==> config.mk <==
export PLATFORM = sky130hd
export DESIGN_NAME = multi_config_counter_flat
export DESIGN_NICKNAME = d
export VERILOG_FILES = /design/src/rtl/multi_config_counter_if.sv /design/src/rtl/multi_config_counter.sv /design/src/flat_wrapper.sv
export SDC_FILE = /design/constraint.sdc
export NUM_CORES = 1
export LEC_CHECK = 0
export BUFFER_PORTS_ARGS = -buffer_cell sky130_fd_sc_hd__buf_2
export CORE_MARGIN = 1.5
export CORE_UTILIZATION = 56
export DETAILED_ROUTE_END_ITERATION = 10
export GPL_TIMING_DRIVEN = 1
export MAX_ROUTING_LAYER = met4
export PLACE_DENSITY = 0.8
export SYNTH_ARGS = -nofsm -noshare
export SYNTH_HDL_FRONTEND = slang
export SYNTH_SLANG_ARGS = --single-unit
==> constraint.sdc <==
create_clock -name CLK -period 17.5 [get_ports CLK]
set_clock_uncertainty 0.2 [all_clocks]
set_input_delay 3.5 -clock CLK [delete_from_list [all_inputs] [get_ports CLK]]
set_output_delay 3.5 -clock CLK [all_outputs]
set_load 0.03 [all_outputs]
==> src/rtl/multi_config_counter_if.sv <==
// Request/response bundle for the multi-channel credit counter.
// The requester side drives the master modport; the counter sits on the slave modport.
interface multi_config_counter_if #(
    parameter int unsigned count_sz = 10,
    parameter int unsigned NUM_CHAN = 4,
    parameter int unsigned CHAN_W   = 2
);
    logic                increment_ena;
    logic [CHAN_W-1:0]   increment_chan;
    logic [count_sz-1:0] increment_v;
    logic                increment_rdy;

    logic                decrement_ena;
    logic [CHAN_W-1:0]   decrement_chan;
    logic [count_sz-1:0] decrement_v;
    logic                decrement_rdy;

    logic                maybe_decrement_ena;
    logic [CHAN_W-1:0]   maybe_decrement_chan;
    logic [count_sz-1:0] maybe_decrement_v;
    logic                maybe_decrement;
    logic                maybe_decrement_rdy;

    logic [CHAN_W-1:0]   read_chan;
    logic [count_sz-1:0] read;
    logic                read_rdy;

    logic [NUM_CHAN-1:0] positive;
    logic                positive_rdy;
    logic [NUM_CHAN-1:0] overflow;
    logic [NUM_CHAN-1:0] underflow;
    logic                err_clear_ena;

    modport master (
        output increment_ena, increment_chan, increment_v,
        output decrement_ena, decrement_chan, decrement_v,
        output maybe_decrement_ena, maybe_decrement_chan, maybe_decrement_v,
        output read_chan, err_clear_ena,
        input  increment_rdy, decrement_rdy, maybe_decrement, maybe_decrement_rdy,
        input  read, read_rdy, positive, positive_rdy, overflow, underflow
    );

    modport slave (
        input  increment_ena, increment_chan, increment_v,
        input  decrement_ena, decrement_chan, decrement_v,
        input  maybe_decrement_ena, maybe_decrement_chan, maybe_decrement_v,
        input  read_chan, err_clear_ena,
        output increment_rdy, decrement_rdy, maybe_decrement, maybe_decrement_rdy,
        output read, read_rdy, positive, positive_rdy, overflow, underflow
    );
endinterface

==> src/rtl/multi_config_counter.sv <==
// NUM_CHAN independent saturating credit counters with a deferred increment path,
// same-cycle decrement, conditional try-decrement and sticky per-channel error flags.
module multi_config_counter #(
    parameter int unsigned count_sz   = 10,
    parameter int unsigned NUM_CHAN   = 4,
    parameter int unsigned CHAN_W     = 2,
    parameter int unsigned INIT_COUNT = 0
) (
    input logic                  CLK,
    input logic                  nRST,
    multi_config_counter_if.slave bus
);
    localparam int unsigned SumW = count_sz + 2;

    logic [count_sz-1:0] count_q [NUM_CHAN];
    logic [count_sz-1:0] count_d [NUM_CHAN];
    logic                pend_vld_q, pend_vld_d;
    logic [CHAN_W-1:0]   pend_chan_q, pend_chan_d;
    logic [count_sz-1:0] pend_v_q, pend_v_d;
    logic [NUM_CHAN-1:0] ovf_q, ovf_d;
    logic [NUM_CHAN-1:0] udf_q, udf_d;

    logic                mdec_ok;

    assign bus.increment_rdy       = 1'b1;
    assign bus.decrement_rdy       = 1'b1;
    assign bus.maybe_decrement_rdy = 1'b1;
    assign bus.read_rdy            = 1'b1;
    assign bus.positive_rdy        = 1'b1;
    assign bus.maybe_decrement     = mdec_ok;
    assign bus.overflow            = ovf_q;
    assign bus.underflow           = udf_q;

    // Channel lookups scan the array so an out-of-range select simply never hits.
    always_comb begin
        logic [count_sz-1:0] mdec_cur;
        logic [count_sz-1:0] avail;
        logic                mdec_hit;
        mdec_cur     = '0;
        mdec_hit     = 1'b0;
        bus.read     = '0;
        bus.positive = '0;
        for (int c = 0; c < NUM_CHAN; c++) begin
            if (bus.maybe_decrement_chan == CHAN_W'(c)) begin
                mdec_cur = count_q[c];
                mdec_hit = 1'b1;
            end
            if (bus.read_chan == CHAN_W'(c)) begin
                bus.read = count_q[c];
            end
            bus.positive[c] = |count_q[c];
        end
        // The pending increment deliberately does not contribute to avail.
        if (bus.decrement_ena && (bus.decrement_chan == bus.maybe_decrement_chan)) begin
            avail = (mdec_cur >= bus.decrement_v) ? mdec_cur - bus.decrement_v : '0;
        end else begin
            avail = mdec_cur;
        end
        mdec_ok = bus.maybe_decrement_ena && mdec_hit && (avail >= bus.maybe_decrement_v);
    end

    always_comb begin
        logic signed [SumW-1:0] sum;
        logic [count_sz-1:0]    pinc;
        logic [count_sz-1:0]    dec;
        logic [count_sz-1:0]    mdec;
        sum  = '0;
        pinc = '0;
        dec  = '0;
        mdec = '0;

        pend_vld_d  = bus.increment_ena;
        pend_chan_d = bus.increment_ena ? bus.increment_chan : pend_chan_q;
        pend_v_d    = bus.increment_ena ? bus.increment_v : pend_v_q;

        ovf_d = bus.err_clear_ena ? '0 : ovf_q;
        udf_d = bus.err_clear_ena ? '0 : udf_q;

        for (int c = 0; c < NUM_CHAN; c++) begin
            pinc = (pend_vld_q && (pend_chan_q == CHAN_W'(c))) ? pend_v_q : '0;
            dec  = (bus.decrement_ena && (bus.decrement_chan == CHAN_W'(c))) ?
                   bus.decrement_v : '0;
            mdec = (mdec_ok && (bus.maybe_decrement_chan == CHAN_W'(c))) ?
                   bus.maybe_decrement_v : '0;
            sum  = $signed({2'b00, count_q[c]}) + $signed({2'b00, pinc})
                 - $signed({2'b00, dec}) - $signed({2'b00, mdec});
            // sum spans [-2*max, 2*max], so bit count_sz flags overflow once non-negative.
            if (sum[SumW-1]) begin
                count_d[c] = '0;
                udf_d[c]   = 1'b1;
            end else if (sum[count_sz]) begin
                count_d[c] = '1;
                ovf_d[c]   = 1'b1;
            end else begin
                count_d[c] = sum[count_sz-1:0];
            end
        end
    end

    always_ff @(posedge CLK or negedge nRST) begin
        if (!nRST) begin
            for (int c = 0; c < NUM_CHAN; c++) begin
                count_q[c] <= count_sz'(INIT_COUNT);
            end
            pend_vld_q  <= 1'b0;
            pend_chan_q <= '0;
            pend_v_q    <= '0;
            ovf_q       <= '0;
            udf_q       <= '0;
        end else begin
            for (int c = 0; c < NUM_CHAN; c++) begin
                count_q[c] <= count_d[c];
            end
            pend_vld_q  <= pend_vld_d;
            pend_chan_q <= pend_chan_d;
            pend_v_q    <= pend_v_d;
            ovf_q       <= ovf_d;
            udf_q       <= udf_d;
        end
    end
endmodule

==> src/flat_wrapper.sv <==
// flat-port wrapper written by rule: the top's interface ports become plain ports
module multi_config_counter_flat 
#(
    parameter int unsigned count_sz   = 10,
    parameter int unsigned NUM_CHAN   = 4,
    parameter int unsigned CHAN_W     = 2,
    parameter int unsigned INIT_COUNT = 0
)
  (CLK, nRST, bus_increment_ena, bus_increment_chan, bus_increment_v, bus_decrement_ena, bus_decrement_chan, bus_decrement_v, bus_maybe_decrement_ena, bus_maybe_decrement_chan, bus_maybe_decrement_v, bus_read_chan, bus_err_clear_ena, bus_increment_rdy, bus_decrement_rdy, bus_maybe_decrement, bus_maybe_decrement_rdy, bus_read, bus_read_rdy, bus_positive, bus_positive_rdy, bus_overflow, bus_underflow);
  multi_config_counter_if #(.count_sz(count_sz), .NUM_CHAN(NUM_CHAN), .CHAN_W(CHAN_W)) bus_i ();
  input logic CLK;
  input logic nRST;
  input wire logic [$bits(bus_i.increment_ena)-1:0] bus_increment_ena;
  input wire logic [$bits(bus_i.increment_chan)-1:0] bus_increment_chan;
  input wire logic [$bits(bus_i.increment_v)-1:0] bus_increment_v;
  input wire logic [$bits(bus_i.decrement_ena)-1:0] bus_decrement_ena;
  input wire logic [$bits(bus_i.decrement_chan)-1:0] bus_decrement_chan;
  input wire logic [$bits(bus_i.decrement_v)-1:0] bus_decrement_v;
  input wire logic [$bits(bus_i.maybe_decrement_ena)-1:0] bus_maybe_decrement_ena;
  input wire logic [$bits(bus_i.maybe_decrement_chan)-1:0] bus_maybe_decrement_chan;
  input wire logic [$bits(bus_i.maybe_decrement_v)-1:0] bus_maybe_decrement_v;
  input wire logic [$bits(bus_i.read_chan)-1:0] bus_read_chan;
  input wire logic [$bits(bus_i.err_clear_ena)-1:0] bus_err_clear_ena;
  output wire logic [$bits(bus_i.increment_rdy)-1:0] bus_increment_rdy;
  output wire logic [$bits(bus_i.decrement_rdy)-1:0] bus_decrement_rdy;
  output wire logic [$bits(bus_i.maybe_decrement)-1:0] bus_maybe_decrement;
  output wire logic [$bits(bus_i.maybe_decrement_rdy)-1:0] bus_maybe_decrement_rdy;
  output wire logic [$bits(bus_i.read)-1:0] bus_read;
  output wire logic [$bits(bus_i.read_rdy)-1:0] bus_read_rdy;
  output wire logic [$bits(bus_i.positive)-1:0] bus_positive;
  output wire logic [$bits(bus_i.positive_rdy)-1:0] bus_positive_rdy;
  output wire logic [$bits(bus_i.overflow)-1:0] bus_overflow;
  output wire logic [$bits(bus_i.underflow)-1:0] bus_underflow;
  assign bus_i.increment_ena = bus_increment_ena;
  assign bus_i.increment_chan = bus_increment_chan;
  assign bus_i.increment_v = bus_increment_v;
  assign bus_i.decrement_ena = bus_decrement_ena;
  assign bus_i.decrement_chan = bus_decrement_chan;
  assign bus_i.decrement_v = bus_decrement_v;
  assign bus_i.maybe_decrement_ena = bus_maybe_decrement_ena;
  assign bus_i.maybe_decrement_chan = bus_maybe_decrement_chan;
  assign bus_i.maybe_decrement_v = bus_maybe_decrement_v;
  assign bus_i.read_chan = bus_read_chan;
  assign bus_i.err_clear_ena = bus_err_clear_ena;
  assign bus_increment_rdy = bus_i.increment_rdy;
  assign bus_decrement_rdy = bus_i.decrement_rdy;
  assign bus_maybe_decrement = bus_i.maybe_decrement;
  assign bus_maybe_decrement_rdy = bus_i.maybe_decrement_rdy;
  assign bus_read = bus_i.read;
  assign bus_read_rdy = bus_i.read_rdy;
  assign bus_positive = bus_i.positive;
  assign bus_positive_rdy = bus_i.positive_rdy;
  assign bus_overflow = bus_i.overflow;
  assign bus_underflow = bus_i.underflow;
  multi_config_counter #(.count_sz(count_sz), .NUM_CHAN(NUM_CHAN), .CHAN_W(CHAN_W), .INIT_COUNT(INIT_COUNT)) u_core (.CLK(CLK), .nRST(nRST), .bus(bus_i));
endmodule
==> results of run 1 <==
cell type report:
type | count | share of cell area [%]
flip-flops and latches | 61 | 15.89
multi-input cells | 837 | 71.03
repair buffers | 68 | 3.595
diodes | 1 | 0.02605
inverters | 94 | 3.673
well taps | 211 | 2.748
clock buffers | 16 | 3.035
layer usage:
layer / track usage (%) / vias up / routed length [um]
li1: - / 3760 / -
met1: 44.75 / 3884 / 11150
met2: 52.41 / 428 / 11690
met3: 7.692 / 86 / 2576
met4: 14.94 / 0 / 1298
met5: - / - / 0
cell usage in the layout (no fill, tap or decap), types with 27 or more instances in the layout:
master,synthesis,layout
sky130_fd_sc_hd__ha_1,104,104
sky130_fd_sc_hd__inv_1,94,94
sky130_fd_sc_hd__nand2_1,66,66
sky130_fd_sc_hd__buf_2,6,66
sky130_fd_sc_hd__and2_1,65,65
sky130_fd_sc_hd__a21oi_1,63,63
sky130_fd_sc_hd__o21ai_0,61,61
sky130_fd_sc_hd__dfrtp_1,61,61
sky130_fd_sc_hd__nor2_1,55,55
sky130_fd_sc_hd__fa_1,45,45
sky130_fd_sc_hd__xnor2_1,34,34
sky130_fd_sc_hd__a21o_1,30,30
sky130_fd_sc_hd__xor2_1,27,27
per-stage QoR:
step / power, mW / cell area (sq um) / setup slack [ns] / hold slack, ns / cells
after floorplan: 1.443 / 8861 / 6.304 / 0.3145 / 1024
after global placement: 1.742 / 9311 / 6.139 / 0.2576 / 1271
after detailed placement: 1.773 / 9311 / 6.111 / 0.2632 / 1271
after CTS: 1.964 / 9603 / 6.109 / 0.2746 / 1287
after global routing: 2.165 / 9603 / 5.780 / 0.2888 / 1287
final: 1.994 / 9605 / 6.095 / 0.2708 / 1288
where the power goes:
| group | leakage (nW) | internal (mW) | total [mW] | switching [mW] |
|---|---|---|---|---|
| clock network | 0.143 | 0.111 | 0.175 | 0.0639 |
| registers | 0.724 | 0.218 | 0.320 | 0.102 |
| logic | 3.49 | 0.623 | 1.50 | 0.876 |
| total | 4.35 | 0.953 | 1.99 | 1.04 |
worst max-delay path: stages:
cell,delay (ns)
sky130_fd_sc_hd__buf_2,0.43
sky130_fd_sc_hd__mux4_2,0.62
sky130_fd_sc_hd__inv_1,0.08
sky130_fd_sc_hd__ha_1,0.18
sky130_fd_sc_hd__fa_1,0.20
sky130_fd_sc_hd__nand2b_1,0.16
sky130_fd_sc_hd__a21oi_1,0.11
sky130_fd_sc_hd__or2b_1,0.25
sky130_fd_sc_hd__a311oi_1,0.41
sky130_fd_sc_hd__o31ai_4,0.19
sky130_fd_sc_hd__a22o_1,0.22
sky130_fd_sc_hd__ha_1,0.29
sky130_fd_sc_hd__nand2_1,0.06
sky130_fd_sc_hd__nand2_1,0.05
sky130_fd_sc_hd__a221o_1,0.29
sky130_fd_sc_hd__a221oi_1,0.26
sky130_fd_sc_hd__o21a_1,0.18
sky130_fd_sc_hd__nor2b_1,0.04
sky130_fd_sc_hd__buf_2,0.17
state kept, by name (all words and copies together) (netlist names):
signal                count
u_core.bus.underflow      4
u_core.pend_chan_q        2
u_core.bus.overflow       4
u_core.pend_v_q          10
u_core.count_q           40
u_core.pend_vld_q         1
worst paths after layout:
check	from	to	slack, ns	cells after the start
worst max-delay path	bus_maybe_decrement_chan[0]	bus_maybe_decrement	6.09	19
worst min register to register	u_core.bus.underflow[3]$_DFFE_PN0P_	u_core.bus.underflow[3]$_DFFE_PN0P_	0.27	1
worst max register to register	u_core.count_q[30]$_DFF_PN0_	u_core.count_q[6]$_DFF_PN0_	10.20	27
max in group asynchronous	nRST	u_core.count_q[20]$_DFF_PN0_	13.44	2
min in group asynchronous	nRST	u_core.bus.underflow[2]$_DFFE_PN0P_	3.11	2
worst min-delay path	u_core.bus.underflow[3]$_DFFE_PN0P_	u_core.bus.underflow[3]$_DFFE_PN0P_	0.27	1
logic make-up (layout without fill, tap and decap cells):
family	after synthesis	after routing	share of synthesized area (%)
and+or+nand+nor	332	332	19.99
AOI/OAI and AO/OA	258	258	19.38
adders and majority gates	149	149	24.89
buffers and inverters	126	178	5.785
xor gates and xnor gates	61	61	6.040
DFF	61	61	17.26
muxes	32	32	6.620
other	1	6	0.04239
Yosys cell counts (27+ instances only):
| cell type | n | area (sq um) |
|---|---|---|
| sky130_fd_sc_hd__a21o_1 | 30 | 225.2 |
| sky130_fd_sc_hd__a21oi_1 | 63 | 315.3 |
| sky130_fd_sc_hd__and2_1 | 65 | 406.6 |
| sky130_fd_sc_hd__dfrtp_1 | 61 | 1526 |
| sky130_fd_sc_hd__fa_1 | 45 | 900.9 |
| sky130_fd_sc_hd__ha_1 | 104 | 1301 |
| sky130_fd_sc_hd__inv_1 | 94 | 352.8 |
| sky130_fd_sc_hd__nand2_1 | 66 | 247.7 |
| sky130_fd_sc_hd__nor2_1 | 55 | 206.5 |
| sky130_fd_sc_hd__o21ai_0 | 61 | 305.3 |
| sky130_fd_sc_hd__xnor2_1 | 34 | 297.8 |
| sky130_fd_sc_hd__xor2_1 | 27 | 236.5 |
==> metrics.md, run 1 <==
| Metric | Value |
|---|---|
| Routed wire length per instance | `20.74 um` |
| First-pass GRT wire length | `41.59 mm` |
| Number of enable-type register cells in the synthesized netlist | `0` |
| # fillers | `1341` |
| Chip height | `128.7 um` |
| Unrepaired setup endpoints after global routing | `no` |
| FF+latch count, synth | `61` |
| Area of the multi-input gates | `6823 sq um` |
| Area delta synth->final | `8.586%` |
| Post-CTS Setup Repair Bufs | `0` |
| Max capacitance violation total | `0` |
| Die span in x | `128.7 um` |
| Final critical path time including I/O delays and setup | `11.41 ns` |
| Area of the die | `16560 sq um` |
| Outcome | `completed` |
| Hold-fix buffers at CTS | `0` |
| Layout cells sized above 1 | `11.71%` |
| Setup TNS | `0 ns` |
| Pin count of the biggest net entering global routing | `62` |
| Remaining max-slew budget at the tightest pin | `16.64%` |
| Via density | `6.334` |
| Final core area utilization | `62.72%` |
| Overflow left after global routing | `0` |
| Leak pwr | `4.355 nW` |
| Clock tree root driver cell | `sky130_fd_sc_hd__clkbuf_16` |
| Number of setup violations in the final report | `0` |
| Number of CTS-inserted buffers | `9` |
| Number of distinct standard cells referenced by the synthesized netlist | `73` |
| Final Max Tran Viols | `0` |
| CTS tree | `built` |
| Maximum operating frequency | `87.68 MHz` |
| CTS Buffer Depth | `2` |
| Seq/Total Area, Yosys | `17.26%` |
| P per Cell Area | `207.6 nW/um^2` |
| Required @ worst endpoint | `13.80 ns` |
| Fin. Hold Viols | `0` |
| Number of placed I/O pins | `72` |
| Gate count after technology mapping | `1020` |
| Post-Syn Area per Cell | `8.673 sq um` |
| Synth warn | `0` |
| Share of the clock period used by the worst path after layout | `65.17%` |
| Register cell area after layout | `1526 sq um` |
| Starting density of the core | `57.76%` |
| GPL Wtd Cong | `1.023` |
| Site row count | `45` |
| Post-synthesis cell area | `8846 sq um` |
| Biggest fanout along the worst timing path | `24` |
| Number of vias in the routed layout | `8158` |
| Overall routed net length | `26.71 mm` |
| Actual transition at the worst max-transition pin | `1.248 ns` |
| Worst Setup Path Type | `primary input to output port` |
| Worst Path Arrival | `7.71 ns` |
| Worst-skew pair later-pin latency | `0.35 ns` |
| Number of antenna violations at the first check in global routing | `0` |
| Number of buffers inserted by port buffering | `66` |
| Via count of the first global-routing pass | `7708` |
| Global-route usage over all layers | `34.61%` |
| CP Launch Type | `primary input` |
| Clock Sink Count | `61` |
| Min-Delay Path Class | `flip-flop to flip-flop` |
| Leading register cell type out of synthesis | `sky130_fd_sc_hd__dfrtp_1` |
| Clock edge transition at the registers on the reported setup and hold paths | `0.05 ns` |
| Post-route antenna net violation count | `0` |
| Peak VDD IR | `0.0001035 V` |
| Detailed Route Iter0 Violations | `732` |
| Count of instances resized after the clock tree is built | `0` |
| Detailed Place HPWL | `20.97 mm` |
| Detailed-route DRC error count | `0` |
| H-tree depth reported by CTS | `3` |
| Number of nets in the layout | `1264` |
| Share of async-settable or async-resettable flops after synthesis | `100.0%` |
| Length of the first detailed-routing pass in iterations | `5` |
| CORE AREA | `15310 sq um` |
| Endpoint type of the worst setup path | `output port` |
No activity file was read; power rests on OpenSTA's default activity.
==> run 2, diff against run 1 <==
clock period = 12 ns   (was 17.5 ns; I/O delays follow)
==> run 2 against run 1 <==
  * Non-clock buffer count up 1
  * Sequential share of layout area about the same
  * Register-to-register slack worse by 5.7 ns
  * Global-route usage down 0.87 points
  * Critical endpoint unchanged
  * Largest power group unchanged
==> metrics.md, run 2 (synthesis gave the netlist of run 1 again) <==
| Metric | Value |
|---|---|
| Commonest non-fill, non-tap cells in the layout | `sky130_fd_sc_hd__ha_1, sky130_fd_sc_hd__inv_1, sky130_fd_sc_hd__nand2_1, sky130_fd_sc_hd__buf_2, sky130_fd_sc_hd__and2_1 (unchanged)` |
| # fillers | `1300 (was 1341)` |
| Actual transition at the worst max-transition pin | `1.218 ns (was 1.248 ns)` |
| Post-route total power | `2.880 mW (was 1.994 mW)` |
| Starting density of the core | `57.76% (unchanged)` |
| Length of the first detailed-routing pass in iterations | `8 (was 5)` |
| Inst Count DP | `1272 (was 1271)` |
| Die span in x | `128.7 um (unchanged)` |
| Final core area utilization | `62.61% (was 62.72%)` |
| Number of buffers inserted by port buffering | `66 (unchanged)` |
| Post-route antenna net violation count | `0 (unchanged)` |
| CTS Buffer Depth | `2 (unchanged)` |
| Via count of the first global-routing pass | `7707 (was 7708)` |
| Detailed-route DRC error count | `0 (unchanged)` |
| Maximum operating frequency | `102.4 MHz` |
| Layout Cell Area excl Fill | `9589 sq um (was 9605 sq um)` |
| CTS tree | `built (unchanged)` |
| Detailed Route Iter0 Violations | `935 (was 732)` |
| Final setup margin | `2.232 ns (was 6.095 ns)` |
| CP Launch Type | `primary input (unchanged)` |
| Routed wire length per instance | `20.61 um (was 20.74 um)` |
| Fin. Hold Viols | `0 (unchanged)` |
| CORE AREA | `15310 sq um (unchanged)` |
| Pin count of the biggest net entering global routing | `62 (unchanged)` |
| Leading cell type in the layout, fill and taps excluded | `sky130_fd_sc_hd__ha_1 (unchanged)` |
| Cell-by-cell listing of the critical path | `buf_2 > mux4_2 > inv_1 > ha_1 > fa_1 > nand2b_1 > a21oi_1 > or2b_1 > a311oi_1 > o31ai_4 > a22o_1 > ha_1 > nand2_1 > nand2_1 > a221o_1 > a221oi_1 > o21a_1 > nor2b_1 > buf_2 (unchanged)` |
| Min-Delay Path Class | `flip-flop to flip-flop (unchanged)` |
| Peak VDD IR | `0.0001296 V (was 0.0001035 V)` |
| Final Max Tran Viols | `0 (unchanged)` |
| Top register by number of flip-flops | `u_core.count_q (unchanged)` |
| H-tree depth reported by CTS | `3 (unchanged)` |
| Layout cells sized above 1 | `12.07% (was 11.71%)` |
| Worst Setup Path Type | `primary input to output port (unchanged)` |
| Top Registers | `u_core.count_q (40), u_core.pend_v_q (10) (unchanged)` |
| Setup WS pre-CTS | `2.092 ns (was 6.111 ns)` |
| Via density | `6.290 (was 6.334)` |
| Critical Path Max Stage Delay | `0.60 ns (was 0.62 ns)` |
| Overall routed net length | `26.56 mm (was 26.71 mm)` |
| Number of vias in the routed layout | `8108 (was 8158)` |
| Max reg flops | `40 (unchanged)` |
| Worst Path Arrival | `7.17 ns (was 7.71 ns)` |
| Leak pwr | `4.344 nW (was 4.355 nW)` |
| R2r setup slk | `4.50 ns (was 10.20 ns)` |
| Number of antenna violations at the first check in global routing | `0 (unchanged)` |
| Number of CTS-inserted buffers | `9 (unchanged)` |
| Number of setup violations in the final report | `0 (unchanged)` |
| Endpoint type of the worst setup path | `output port (unchanged)` |
| Detailed Place HPWL | `20.92 mm (was 20.97 mm)` |
| Site row count | `45 (unchanged)` |
| Placed cell areas | `9319 sq um (was 9311 sq um)` |
| Clock tree root driver cell | `sky130_fd_sc_hd__clkbuf_16 (unchanged)` |
| Highest-delay cell along the critical path | `sky130_fd_sc_hd__mux4_2 (unchanged)` |
| Post-CTS Setup Repair Bufs | `0 (unchanged)` |
| Global-route usage over all layers | `33.74% (was 34.61%)` |
| Clock Sink Count | `61 (unchanged)` |
| Worst-skew pair later-pin latency | `0.34 ns (was 0.35 ns)` |
| Clock edge transition at the registers on the reported setup and hold paths | `0.05 ns (about the same)` |
| GPL Wtd Cong | `1.022 (was 1.023)` |
| Count of instances resized after the clock tree is built | `0 (unchanged)` |
| Chip height | `128.7 um (unchanged)` |
| Area delta synth->final | `8.402% (was 8.586%)` |
| Overflow left after global routing | `0 (unchanged)` |
| Number of nets in the layout | `1265 (was 1264)` |
| Area of the die | `16560 sq um (unchanged)` |
| First-pass GRT wire length | `40.69 mm (was 41.59 mm)` |
| Hold-fix buffers at CTS | `0 (unchanged)` |
| Biggest fanout along the worst timing path | `24 (unchanged)` |
| Number of placed I/O pins | `72 (unchanged)` |
| Setup TNS | `0 ns (unchanged)` |
| Non-Filler Instances | `1289 (was 1288)` |
| Unrepaired setup endpoints after global routing | `no (unchanged)` |
| Outcome | `completed (unchanged)` |
| Required @ worst endpoint | `9.40 ns (was 13.80 ns)` |
| P per Cell Area | `300.4 nW/um^2 (was 207.6 nW/um^2)` |
| Worst slack on hold paths | `0.2736 ns (was 0.2708 ns)` |
| Remaining max-slew budget at the tightest pin | `18.63% (was 16.64%)` |
| Max capacitance violation total | `0 (unchanged)` |
| Final critical path time including I/O delays and setup | `9.768 ns` |
| Share of the clock period used by the worst path after layout | `81.40%` |
run 2: cell types whose count changed in the layout (fill, tap and decap cells not counted), sizes merged:
| cell | previous run | this run |
|---|---|---|
| clkinvlp | 0 | 3 |
| buf | 68 | 69 |
| clkinv | 0 | 4 |
| clkbuf | 16 | 9 |
run 2: final cells by class:
cell class | count | area (sq um) | share of cell area [%]
Clock buffer | 9 | 225.2 | 2.349
Inverter | 94 | 352.8 | 3.680
Sequential cell | 61 | 1526 | 15.92
Clock inverter | 7 | 42.54 | 0.4436
Timing Repair Buffer | 69 | 352.8 | 3.680
Antenna cell | 1 | 2.502 | 0.02610
Multi-Input combinational cell | 837 | 6823 | 71.15
Tap cell | 211 | 264.0 | 2.753
run 2: worst max-delay path: cells and delay by family:
family	cells	cell delay [ns]
AND/OR/NAND/NOR	5	0.64
adder cells (fa/ha/maj)	3	0.67
buffers and inverters	3	0.73
AO/OA/AOI/OAI	7	2.12
multiplexers	1	0.60
run 2: final timing paths:
path                                                     start                             endpoint  cells after the start
max reg2reg                        u_core.count_q[0]$_DFF_PN0_         u_core.count_q[20]$_DFF_PN0_                     26
min                        u_core.bus.underflow[0]$_DFFE_PN0P_  u_core.bus.underflow[0]$_DFFE_PN0P_                      1
max in group asynchronous                                 nRST         u_core.count_q[25]$_DFF_PN0_                      2
max                                bus_maybe_decrement_chan[0]                  bus_maybe_decrement                     19
min in group asynchronous                                 nRST  u_core.bus.underflow[2]$_DFFE_PN0P_                      2
min reg2reg                u_core.bus.underflow[0]$_DFFE_PN0P_  u_core.bus.underflow[0]$_DFFE_PN0P_                      1
run 2: power breakdown:
part,switching [mW],leakage (nW),internal [mW]
sequential,0.157,0.724,0.318
combinational,1.26,3.49,0.906
clock,0.0981,0.127,0.138
run 2: per-layer routing:
metal / vias up / routed length, um / global-route usage (%)
li1: 3742 / - / -
met1: 3838 / 10690 / 43.98
met2: 433 / 11440 / 50.33
met3: 95 / 2754 / 5.198
met4: 0 / 1676 / 18.84
met5: - / 0 / -
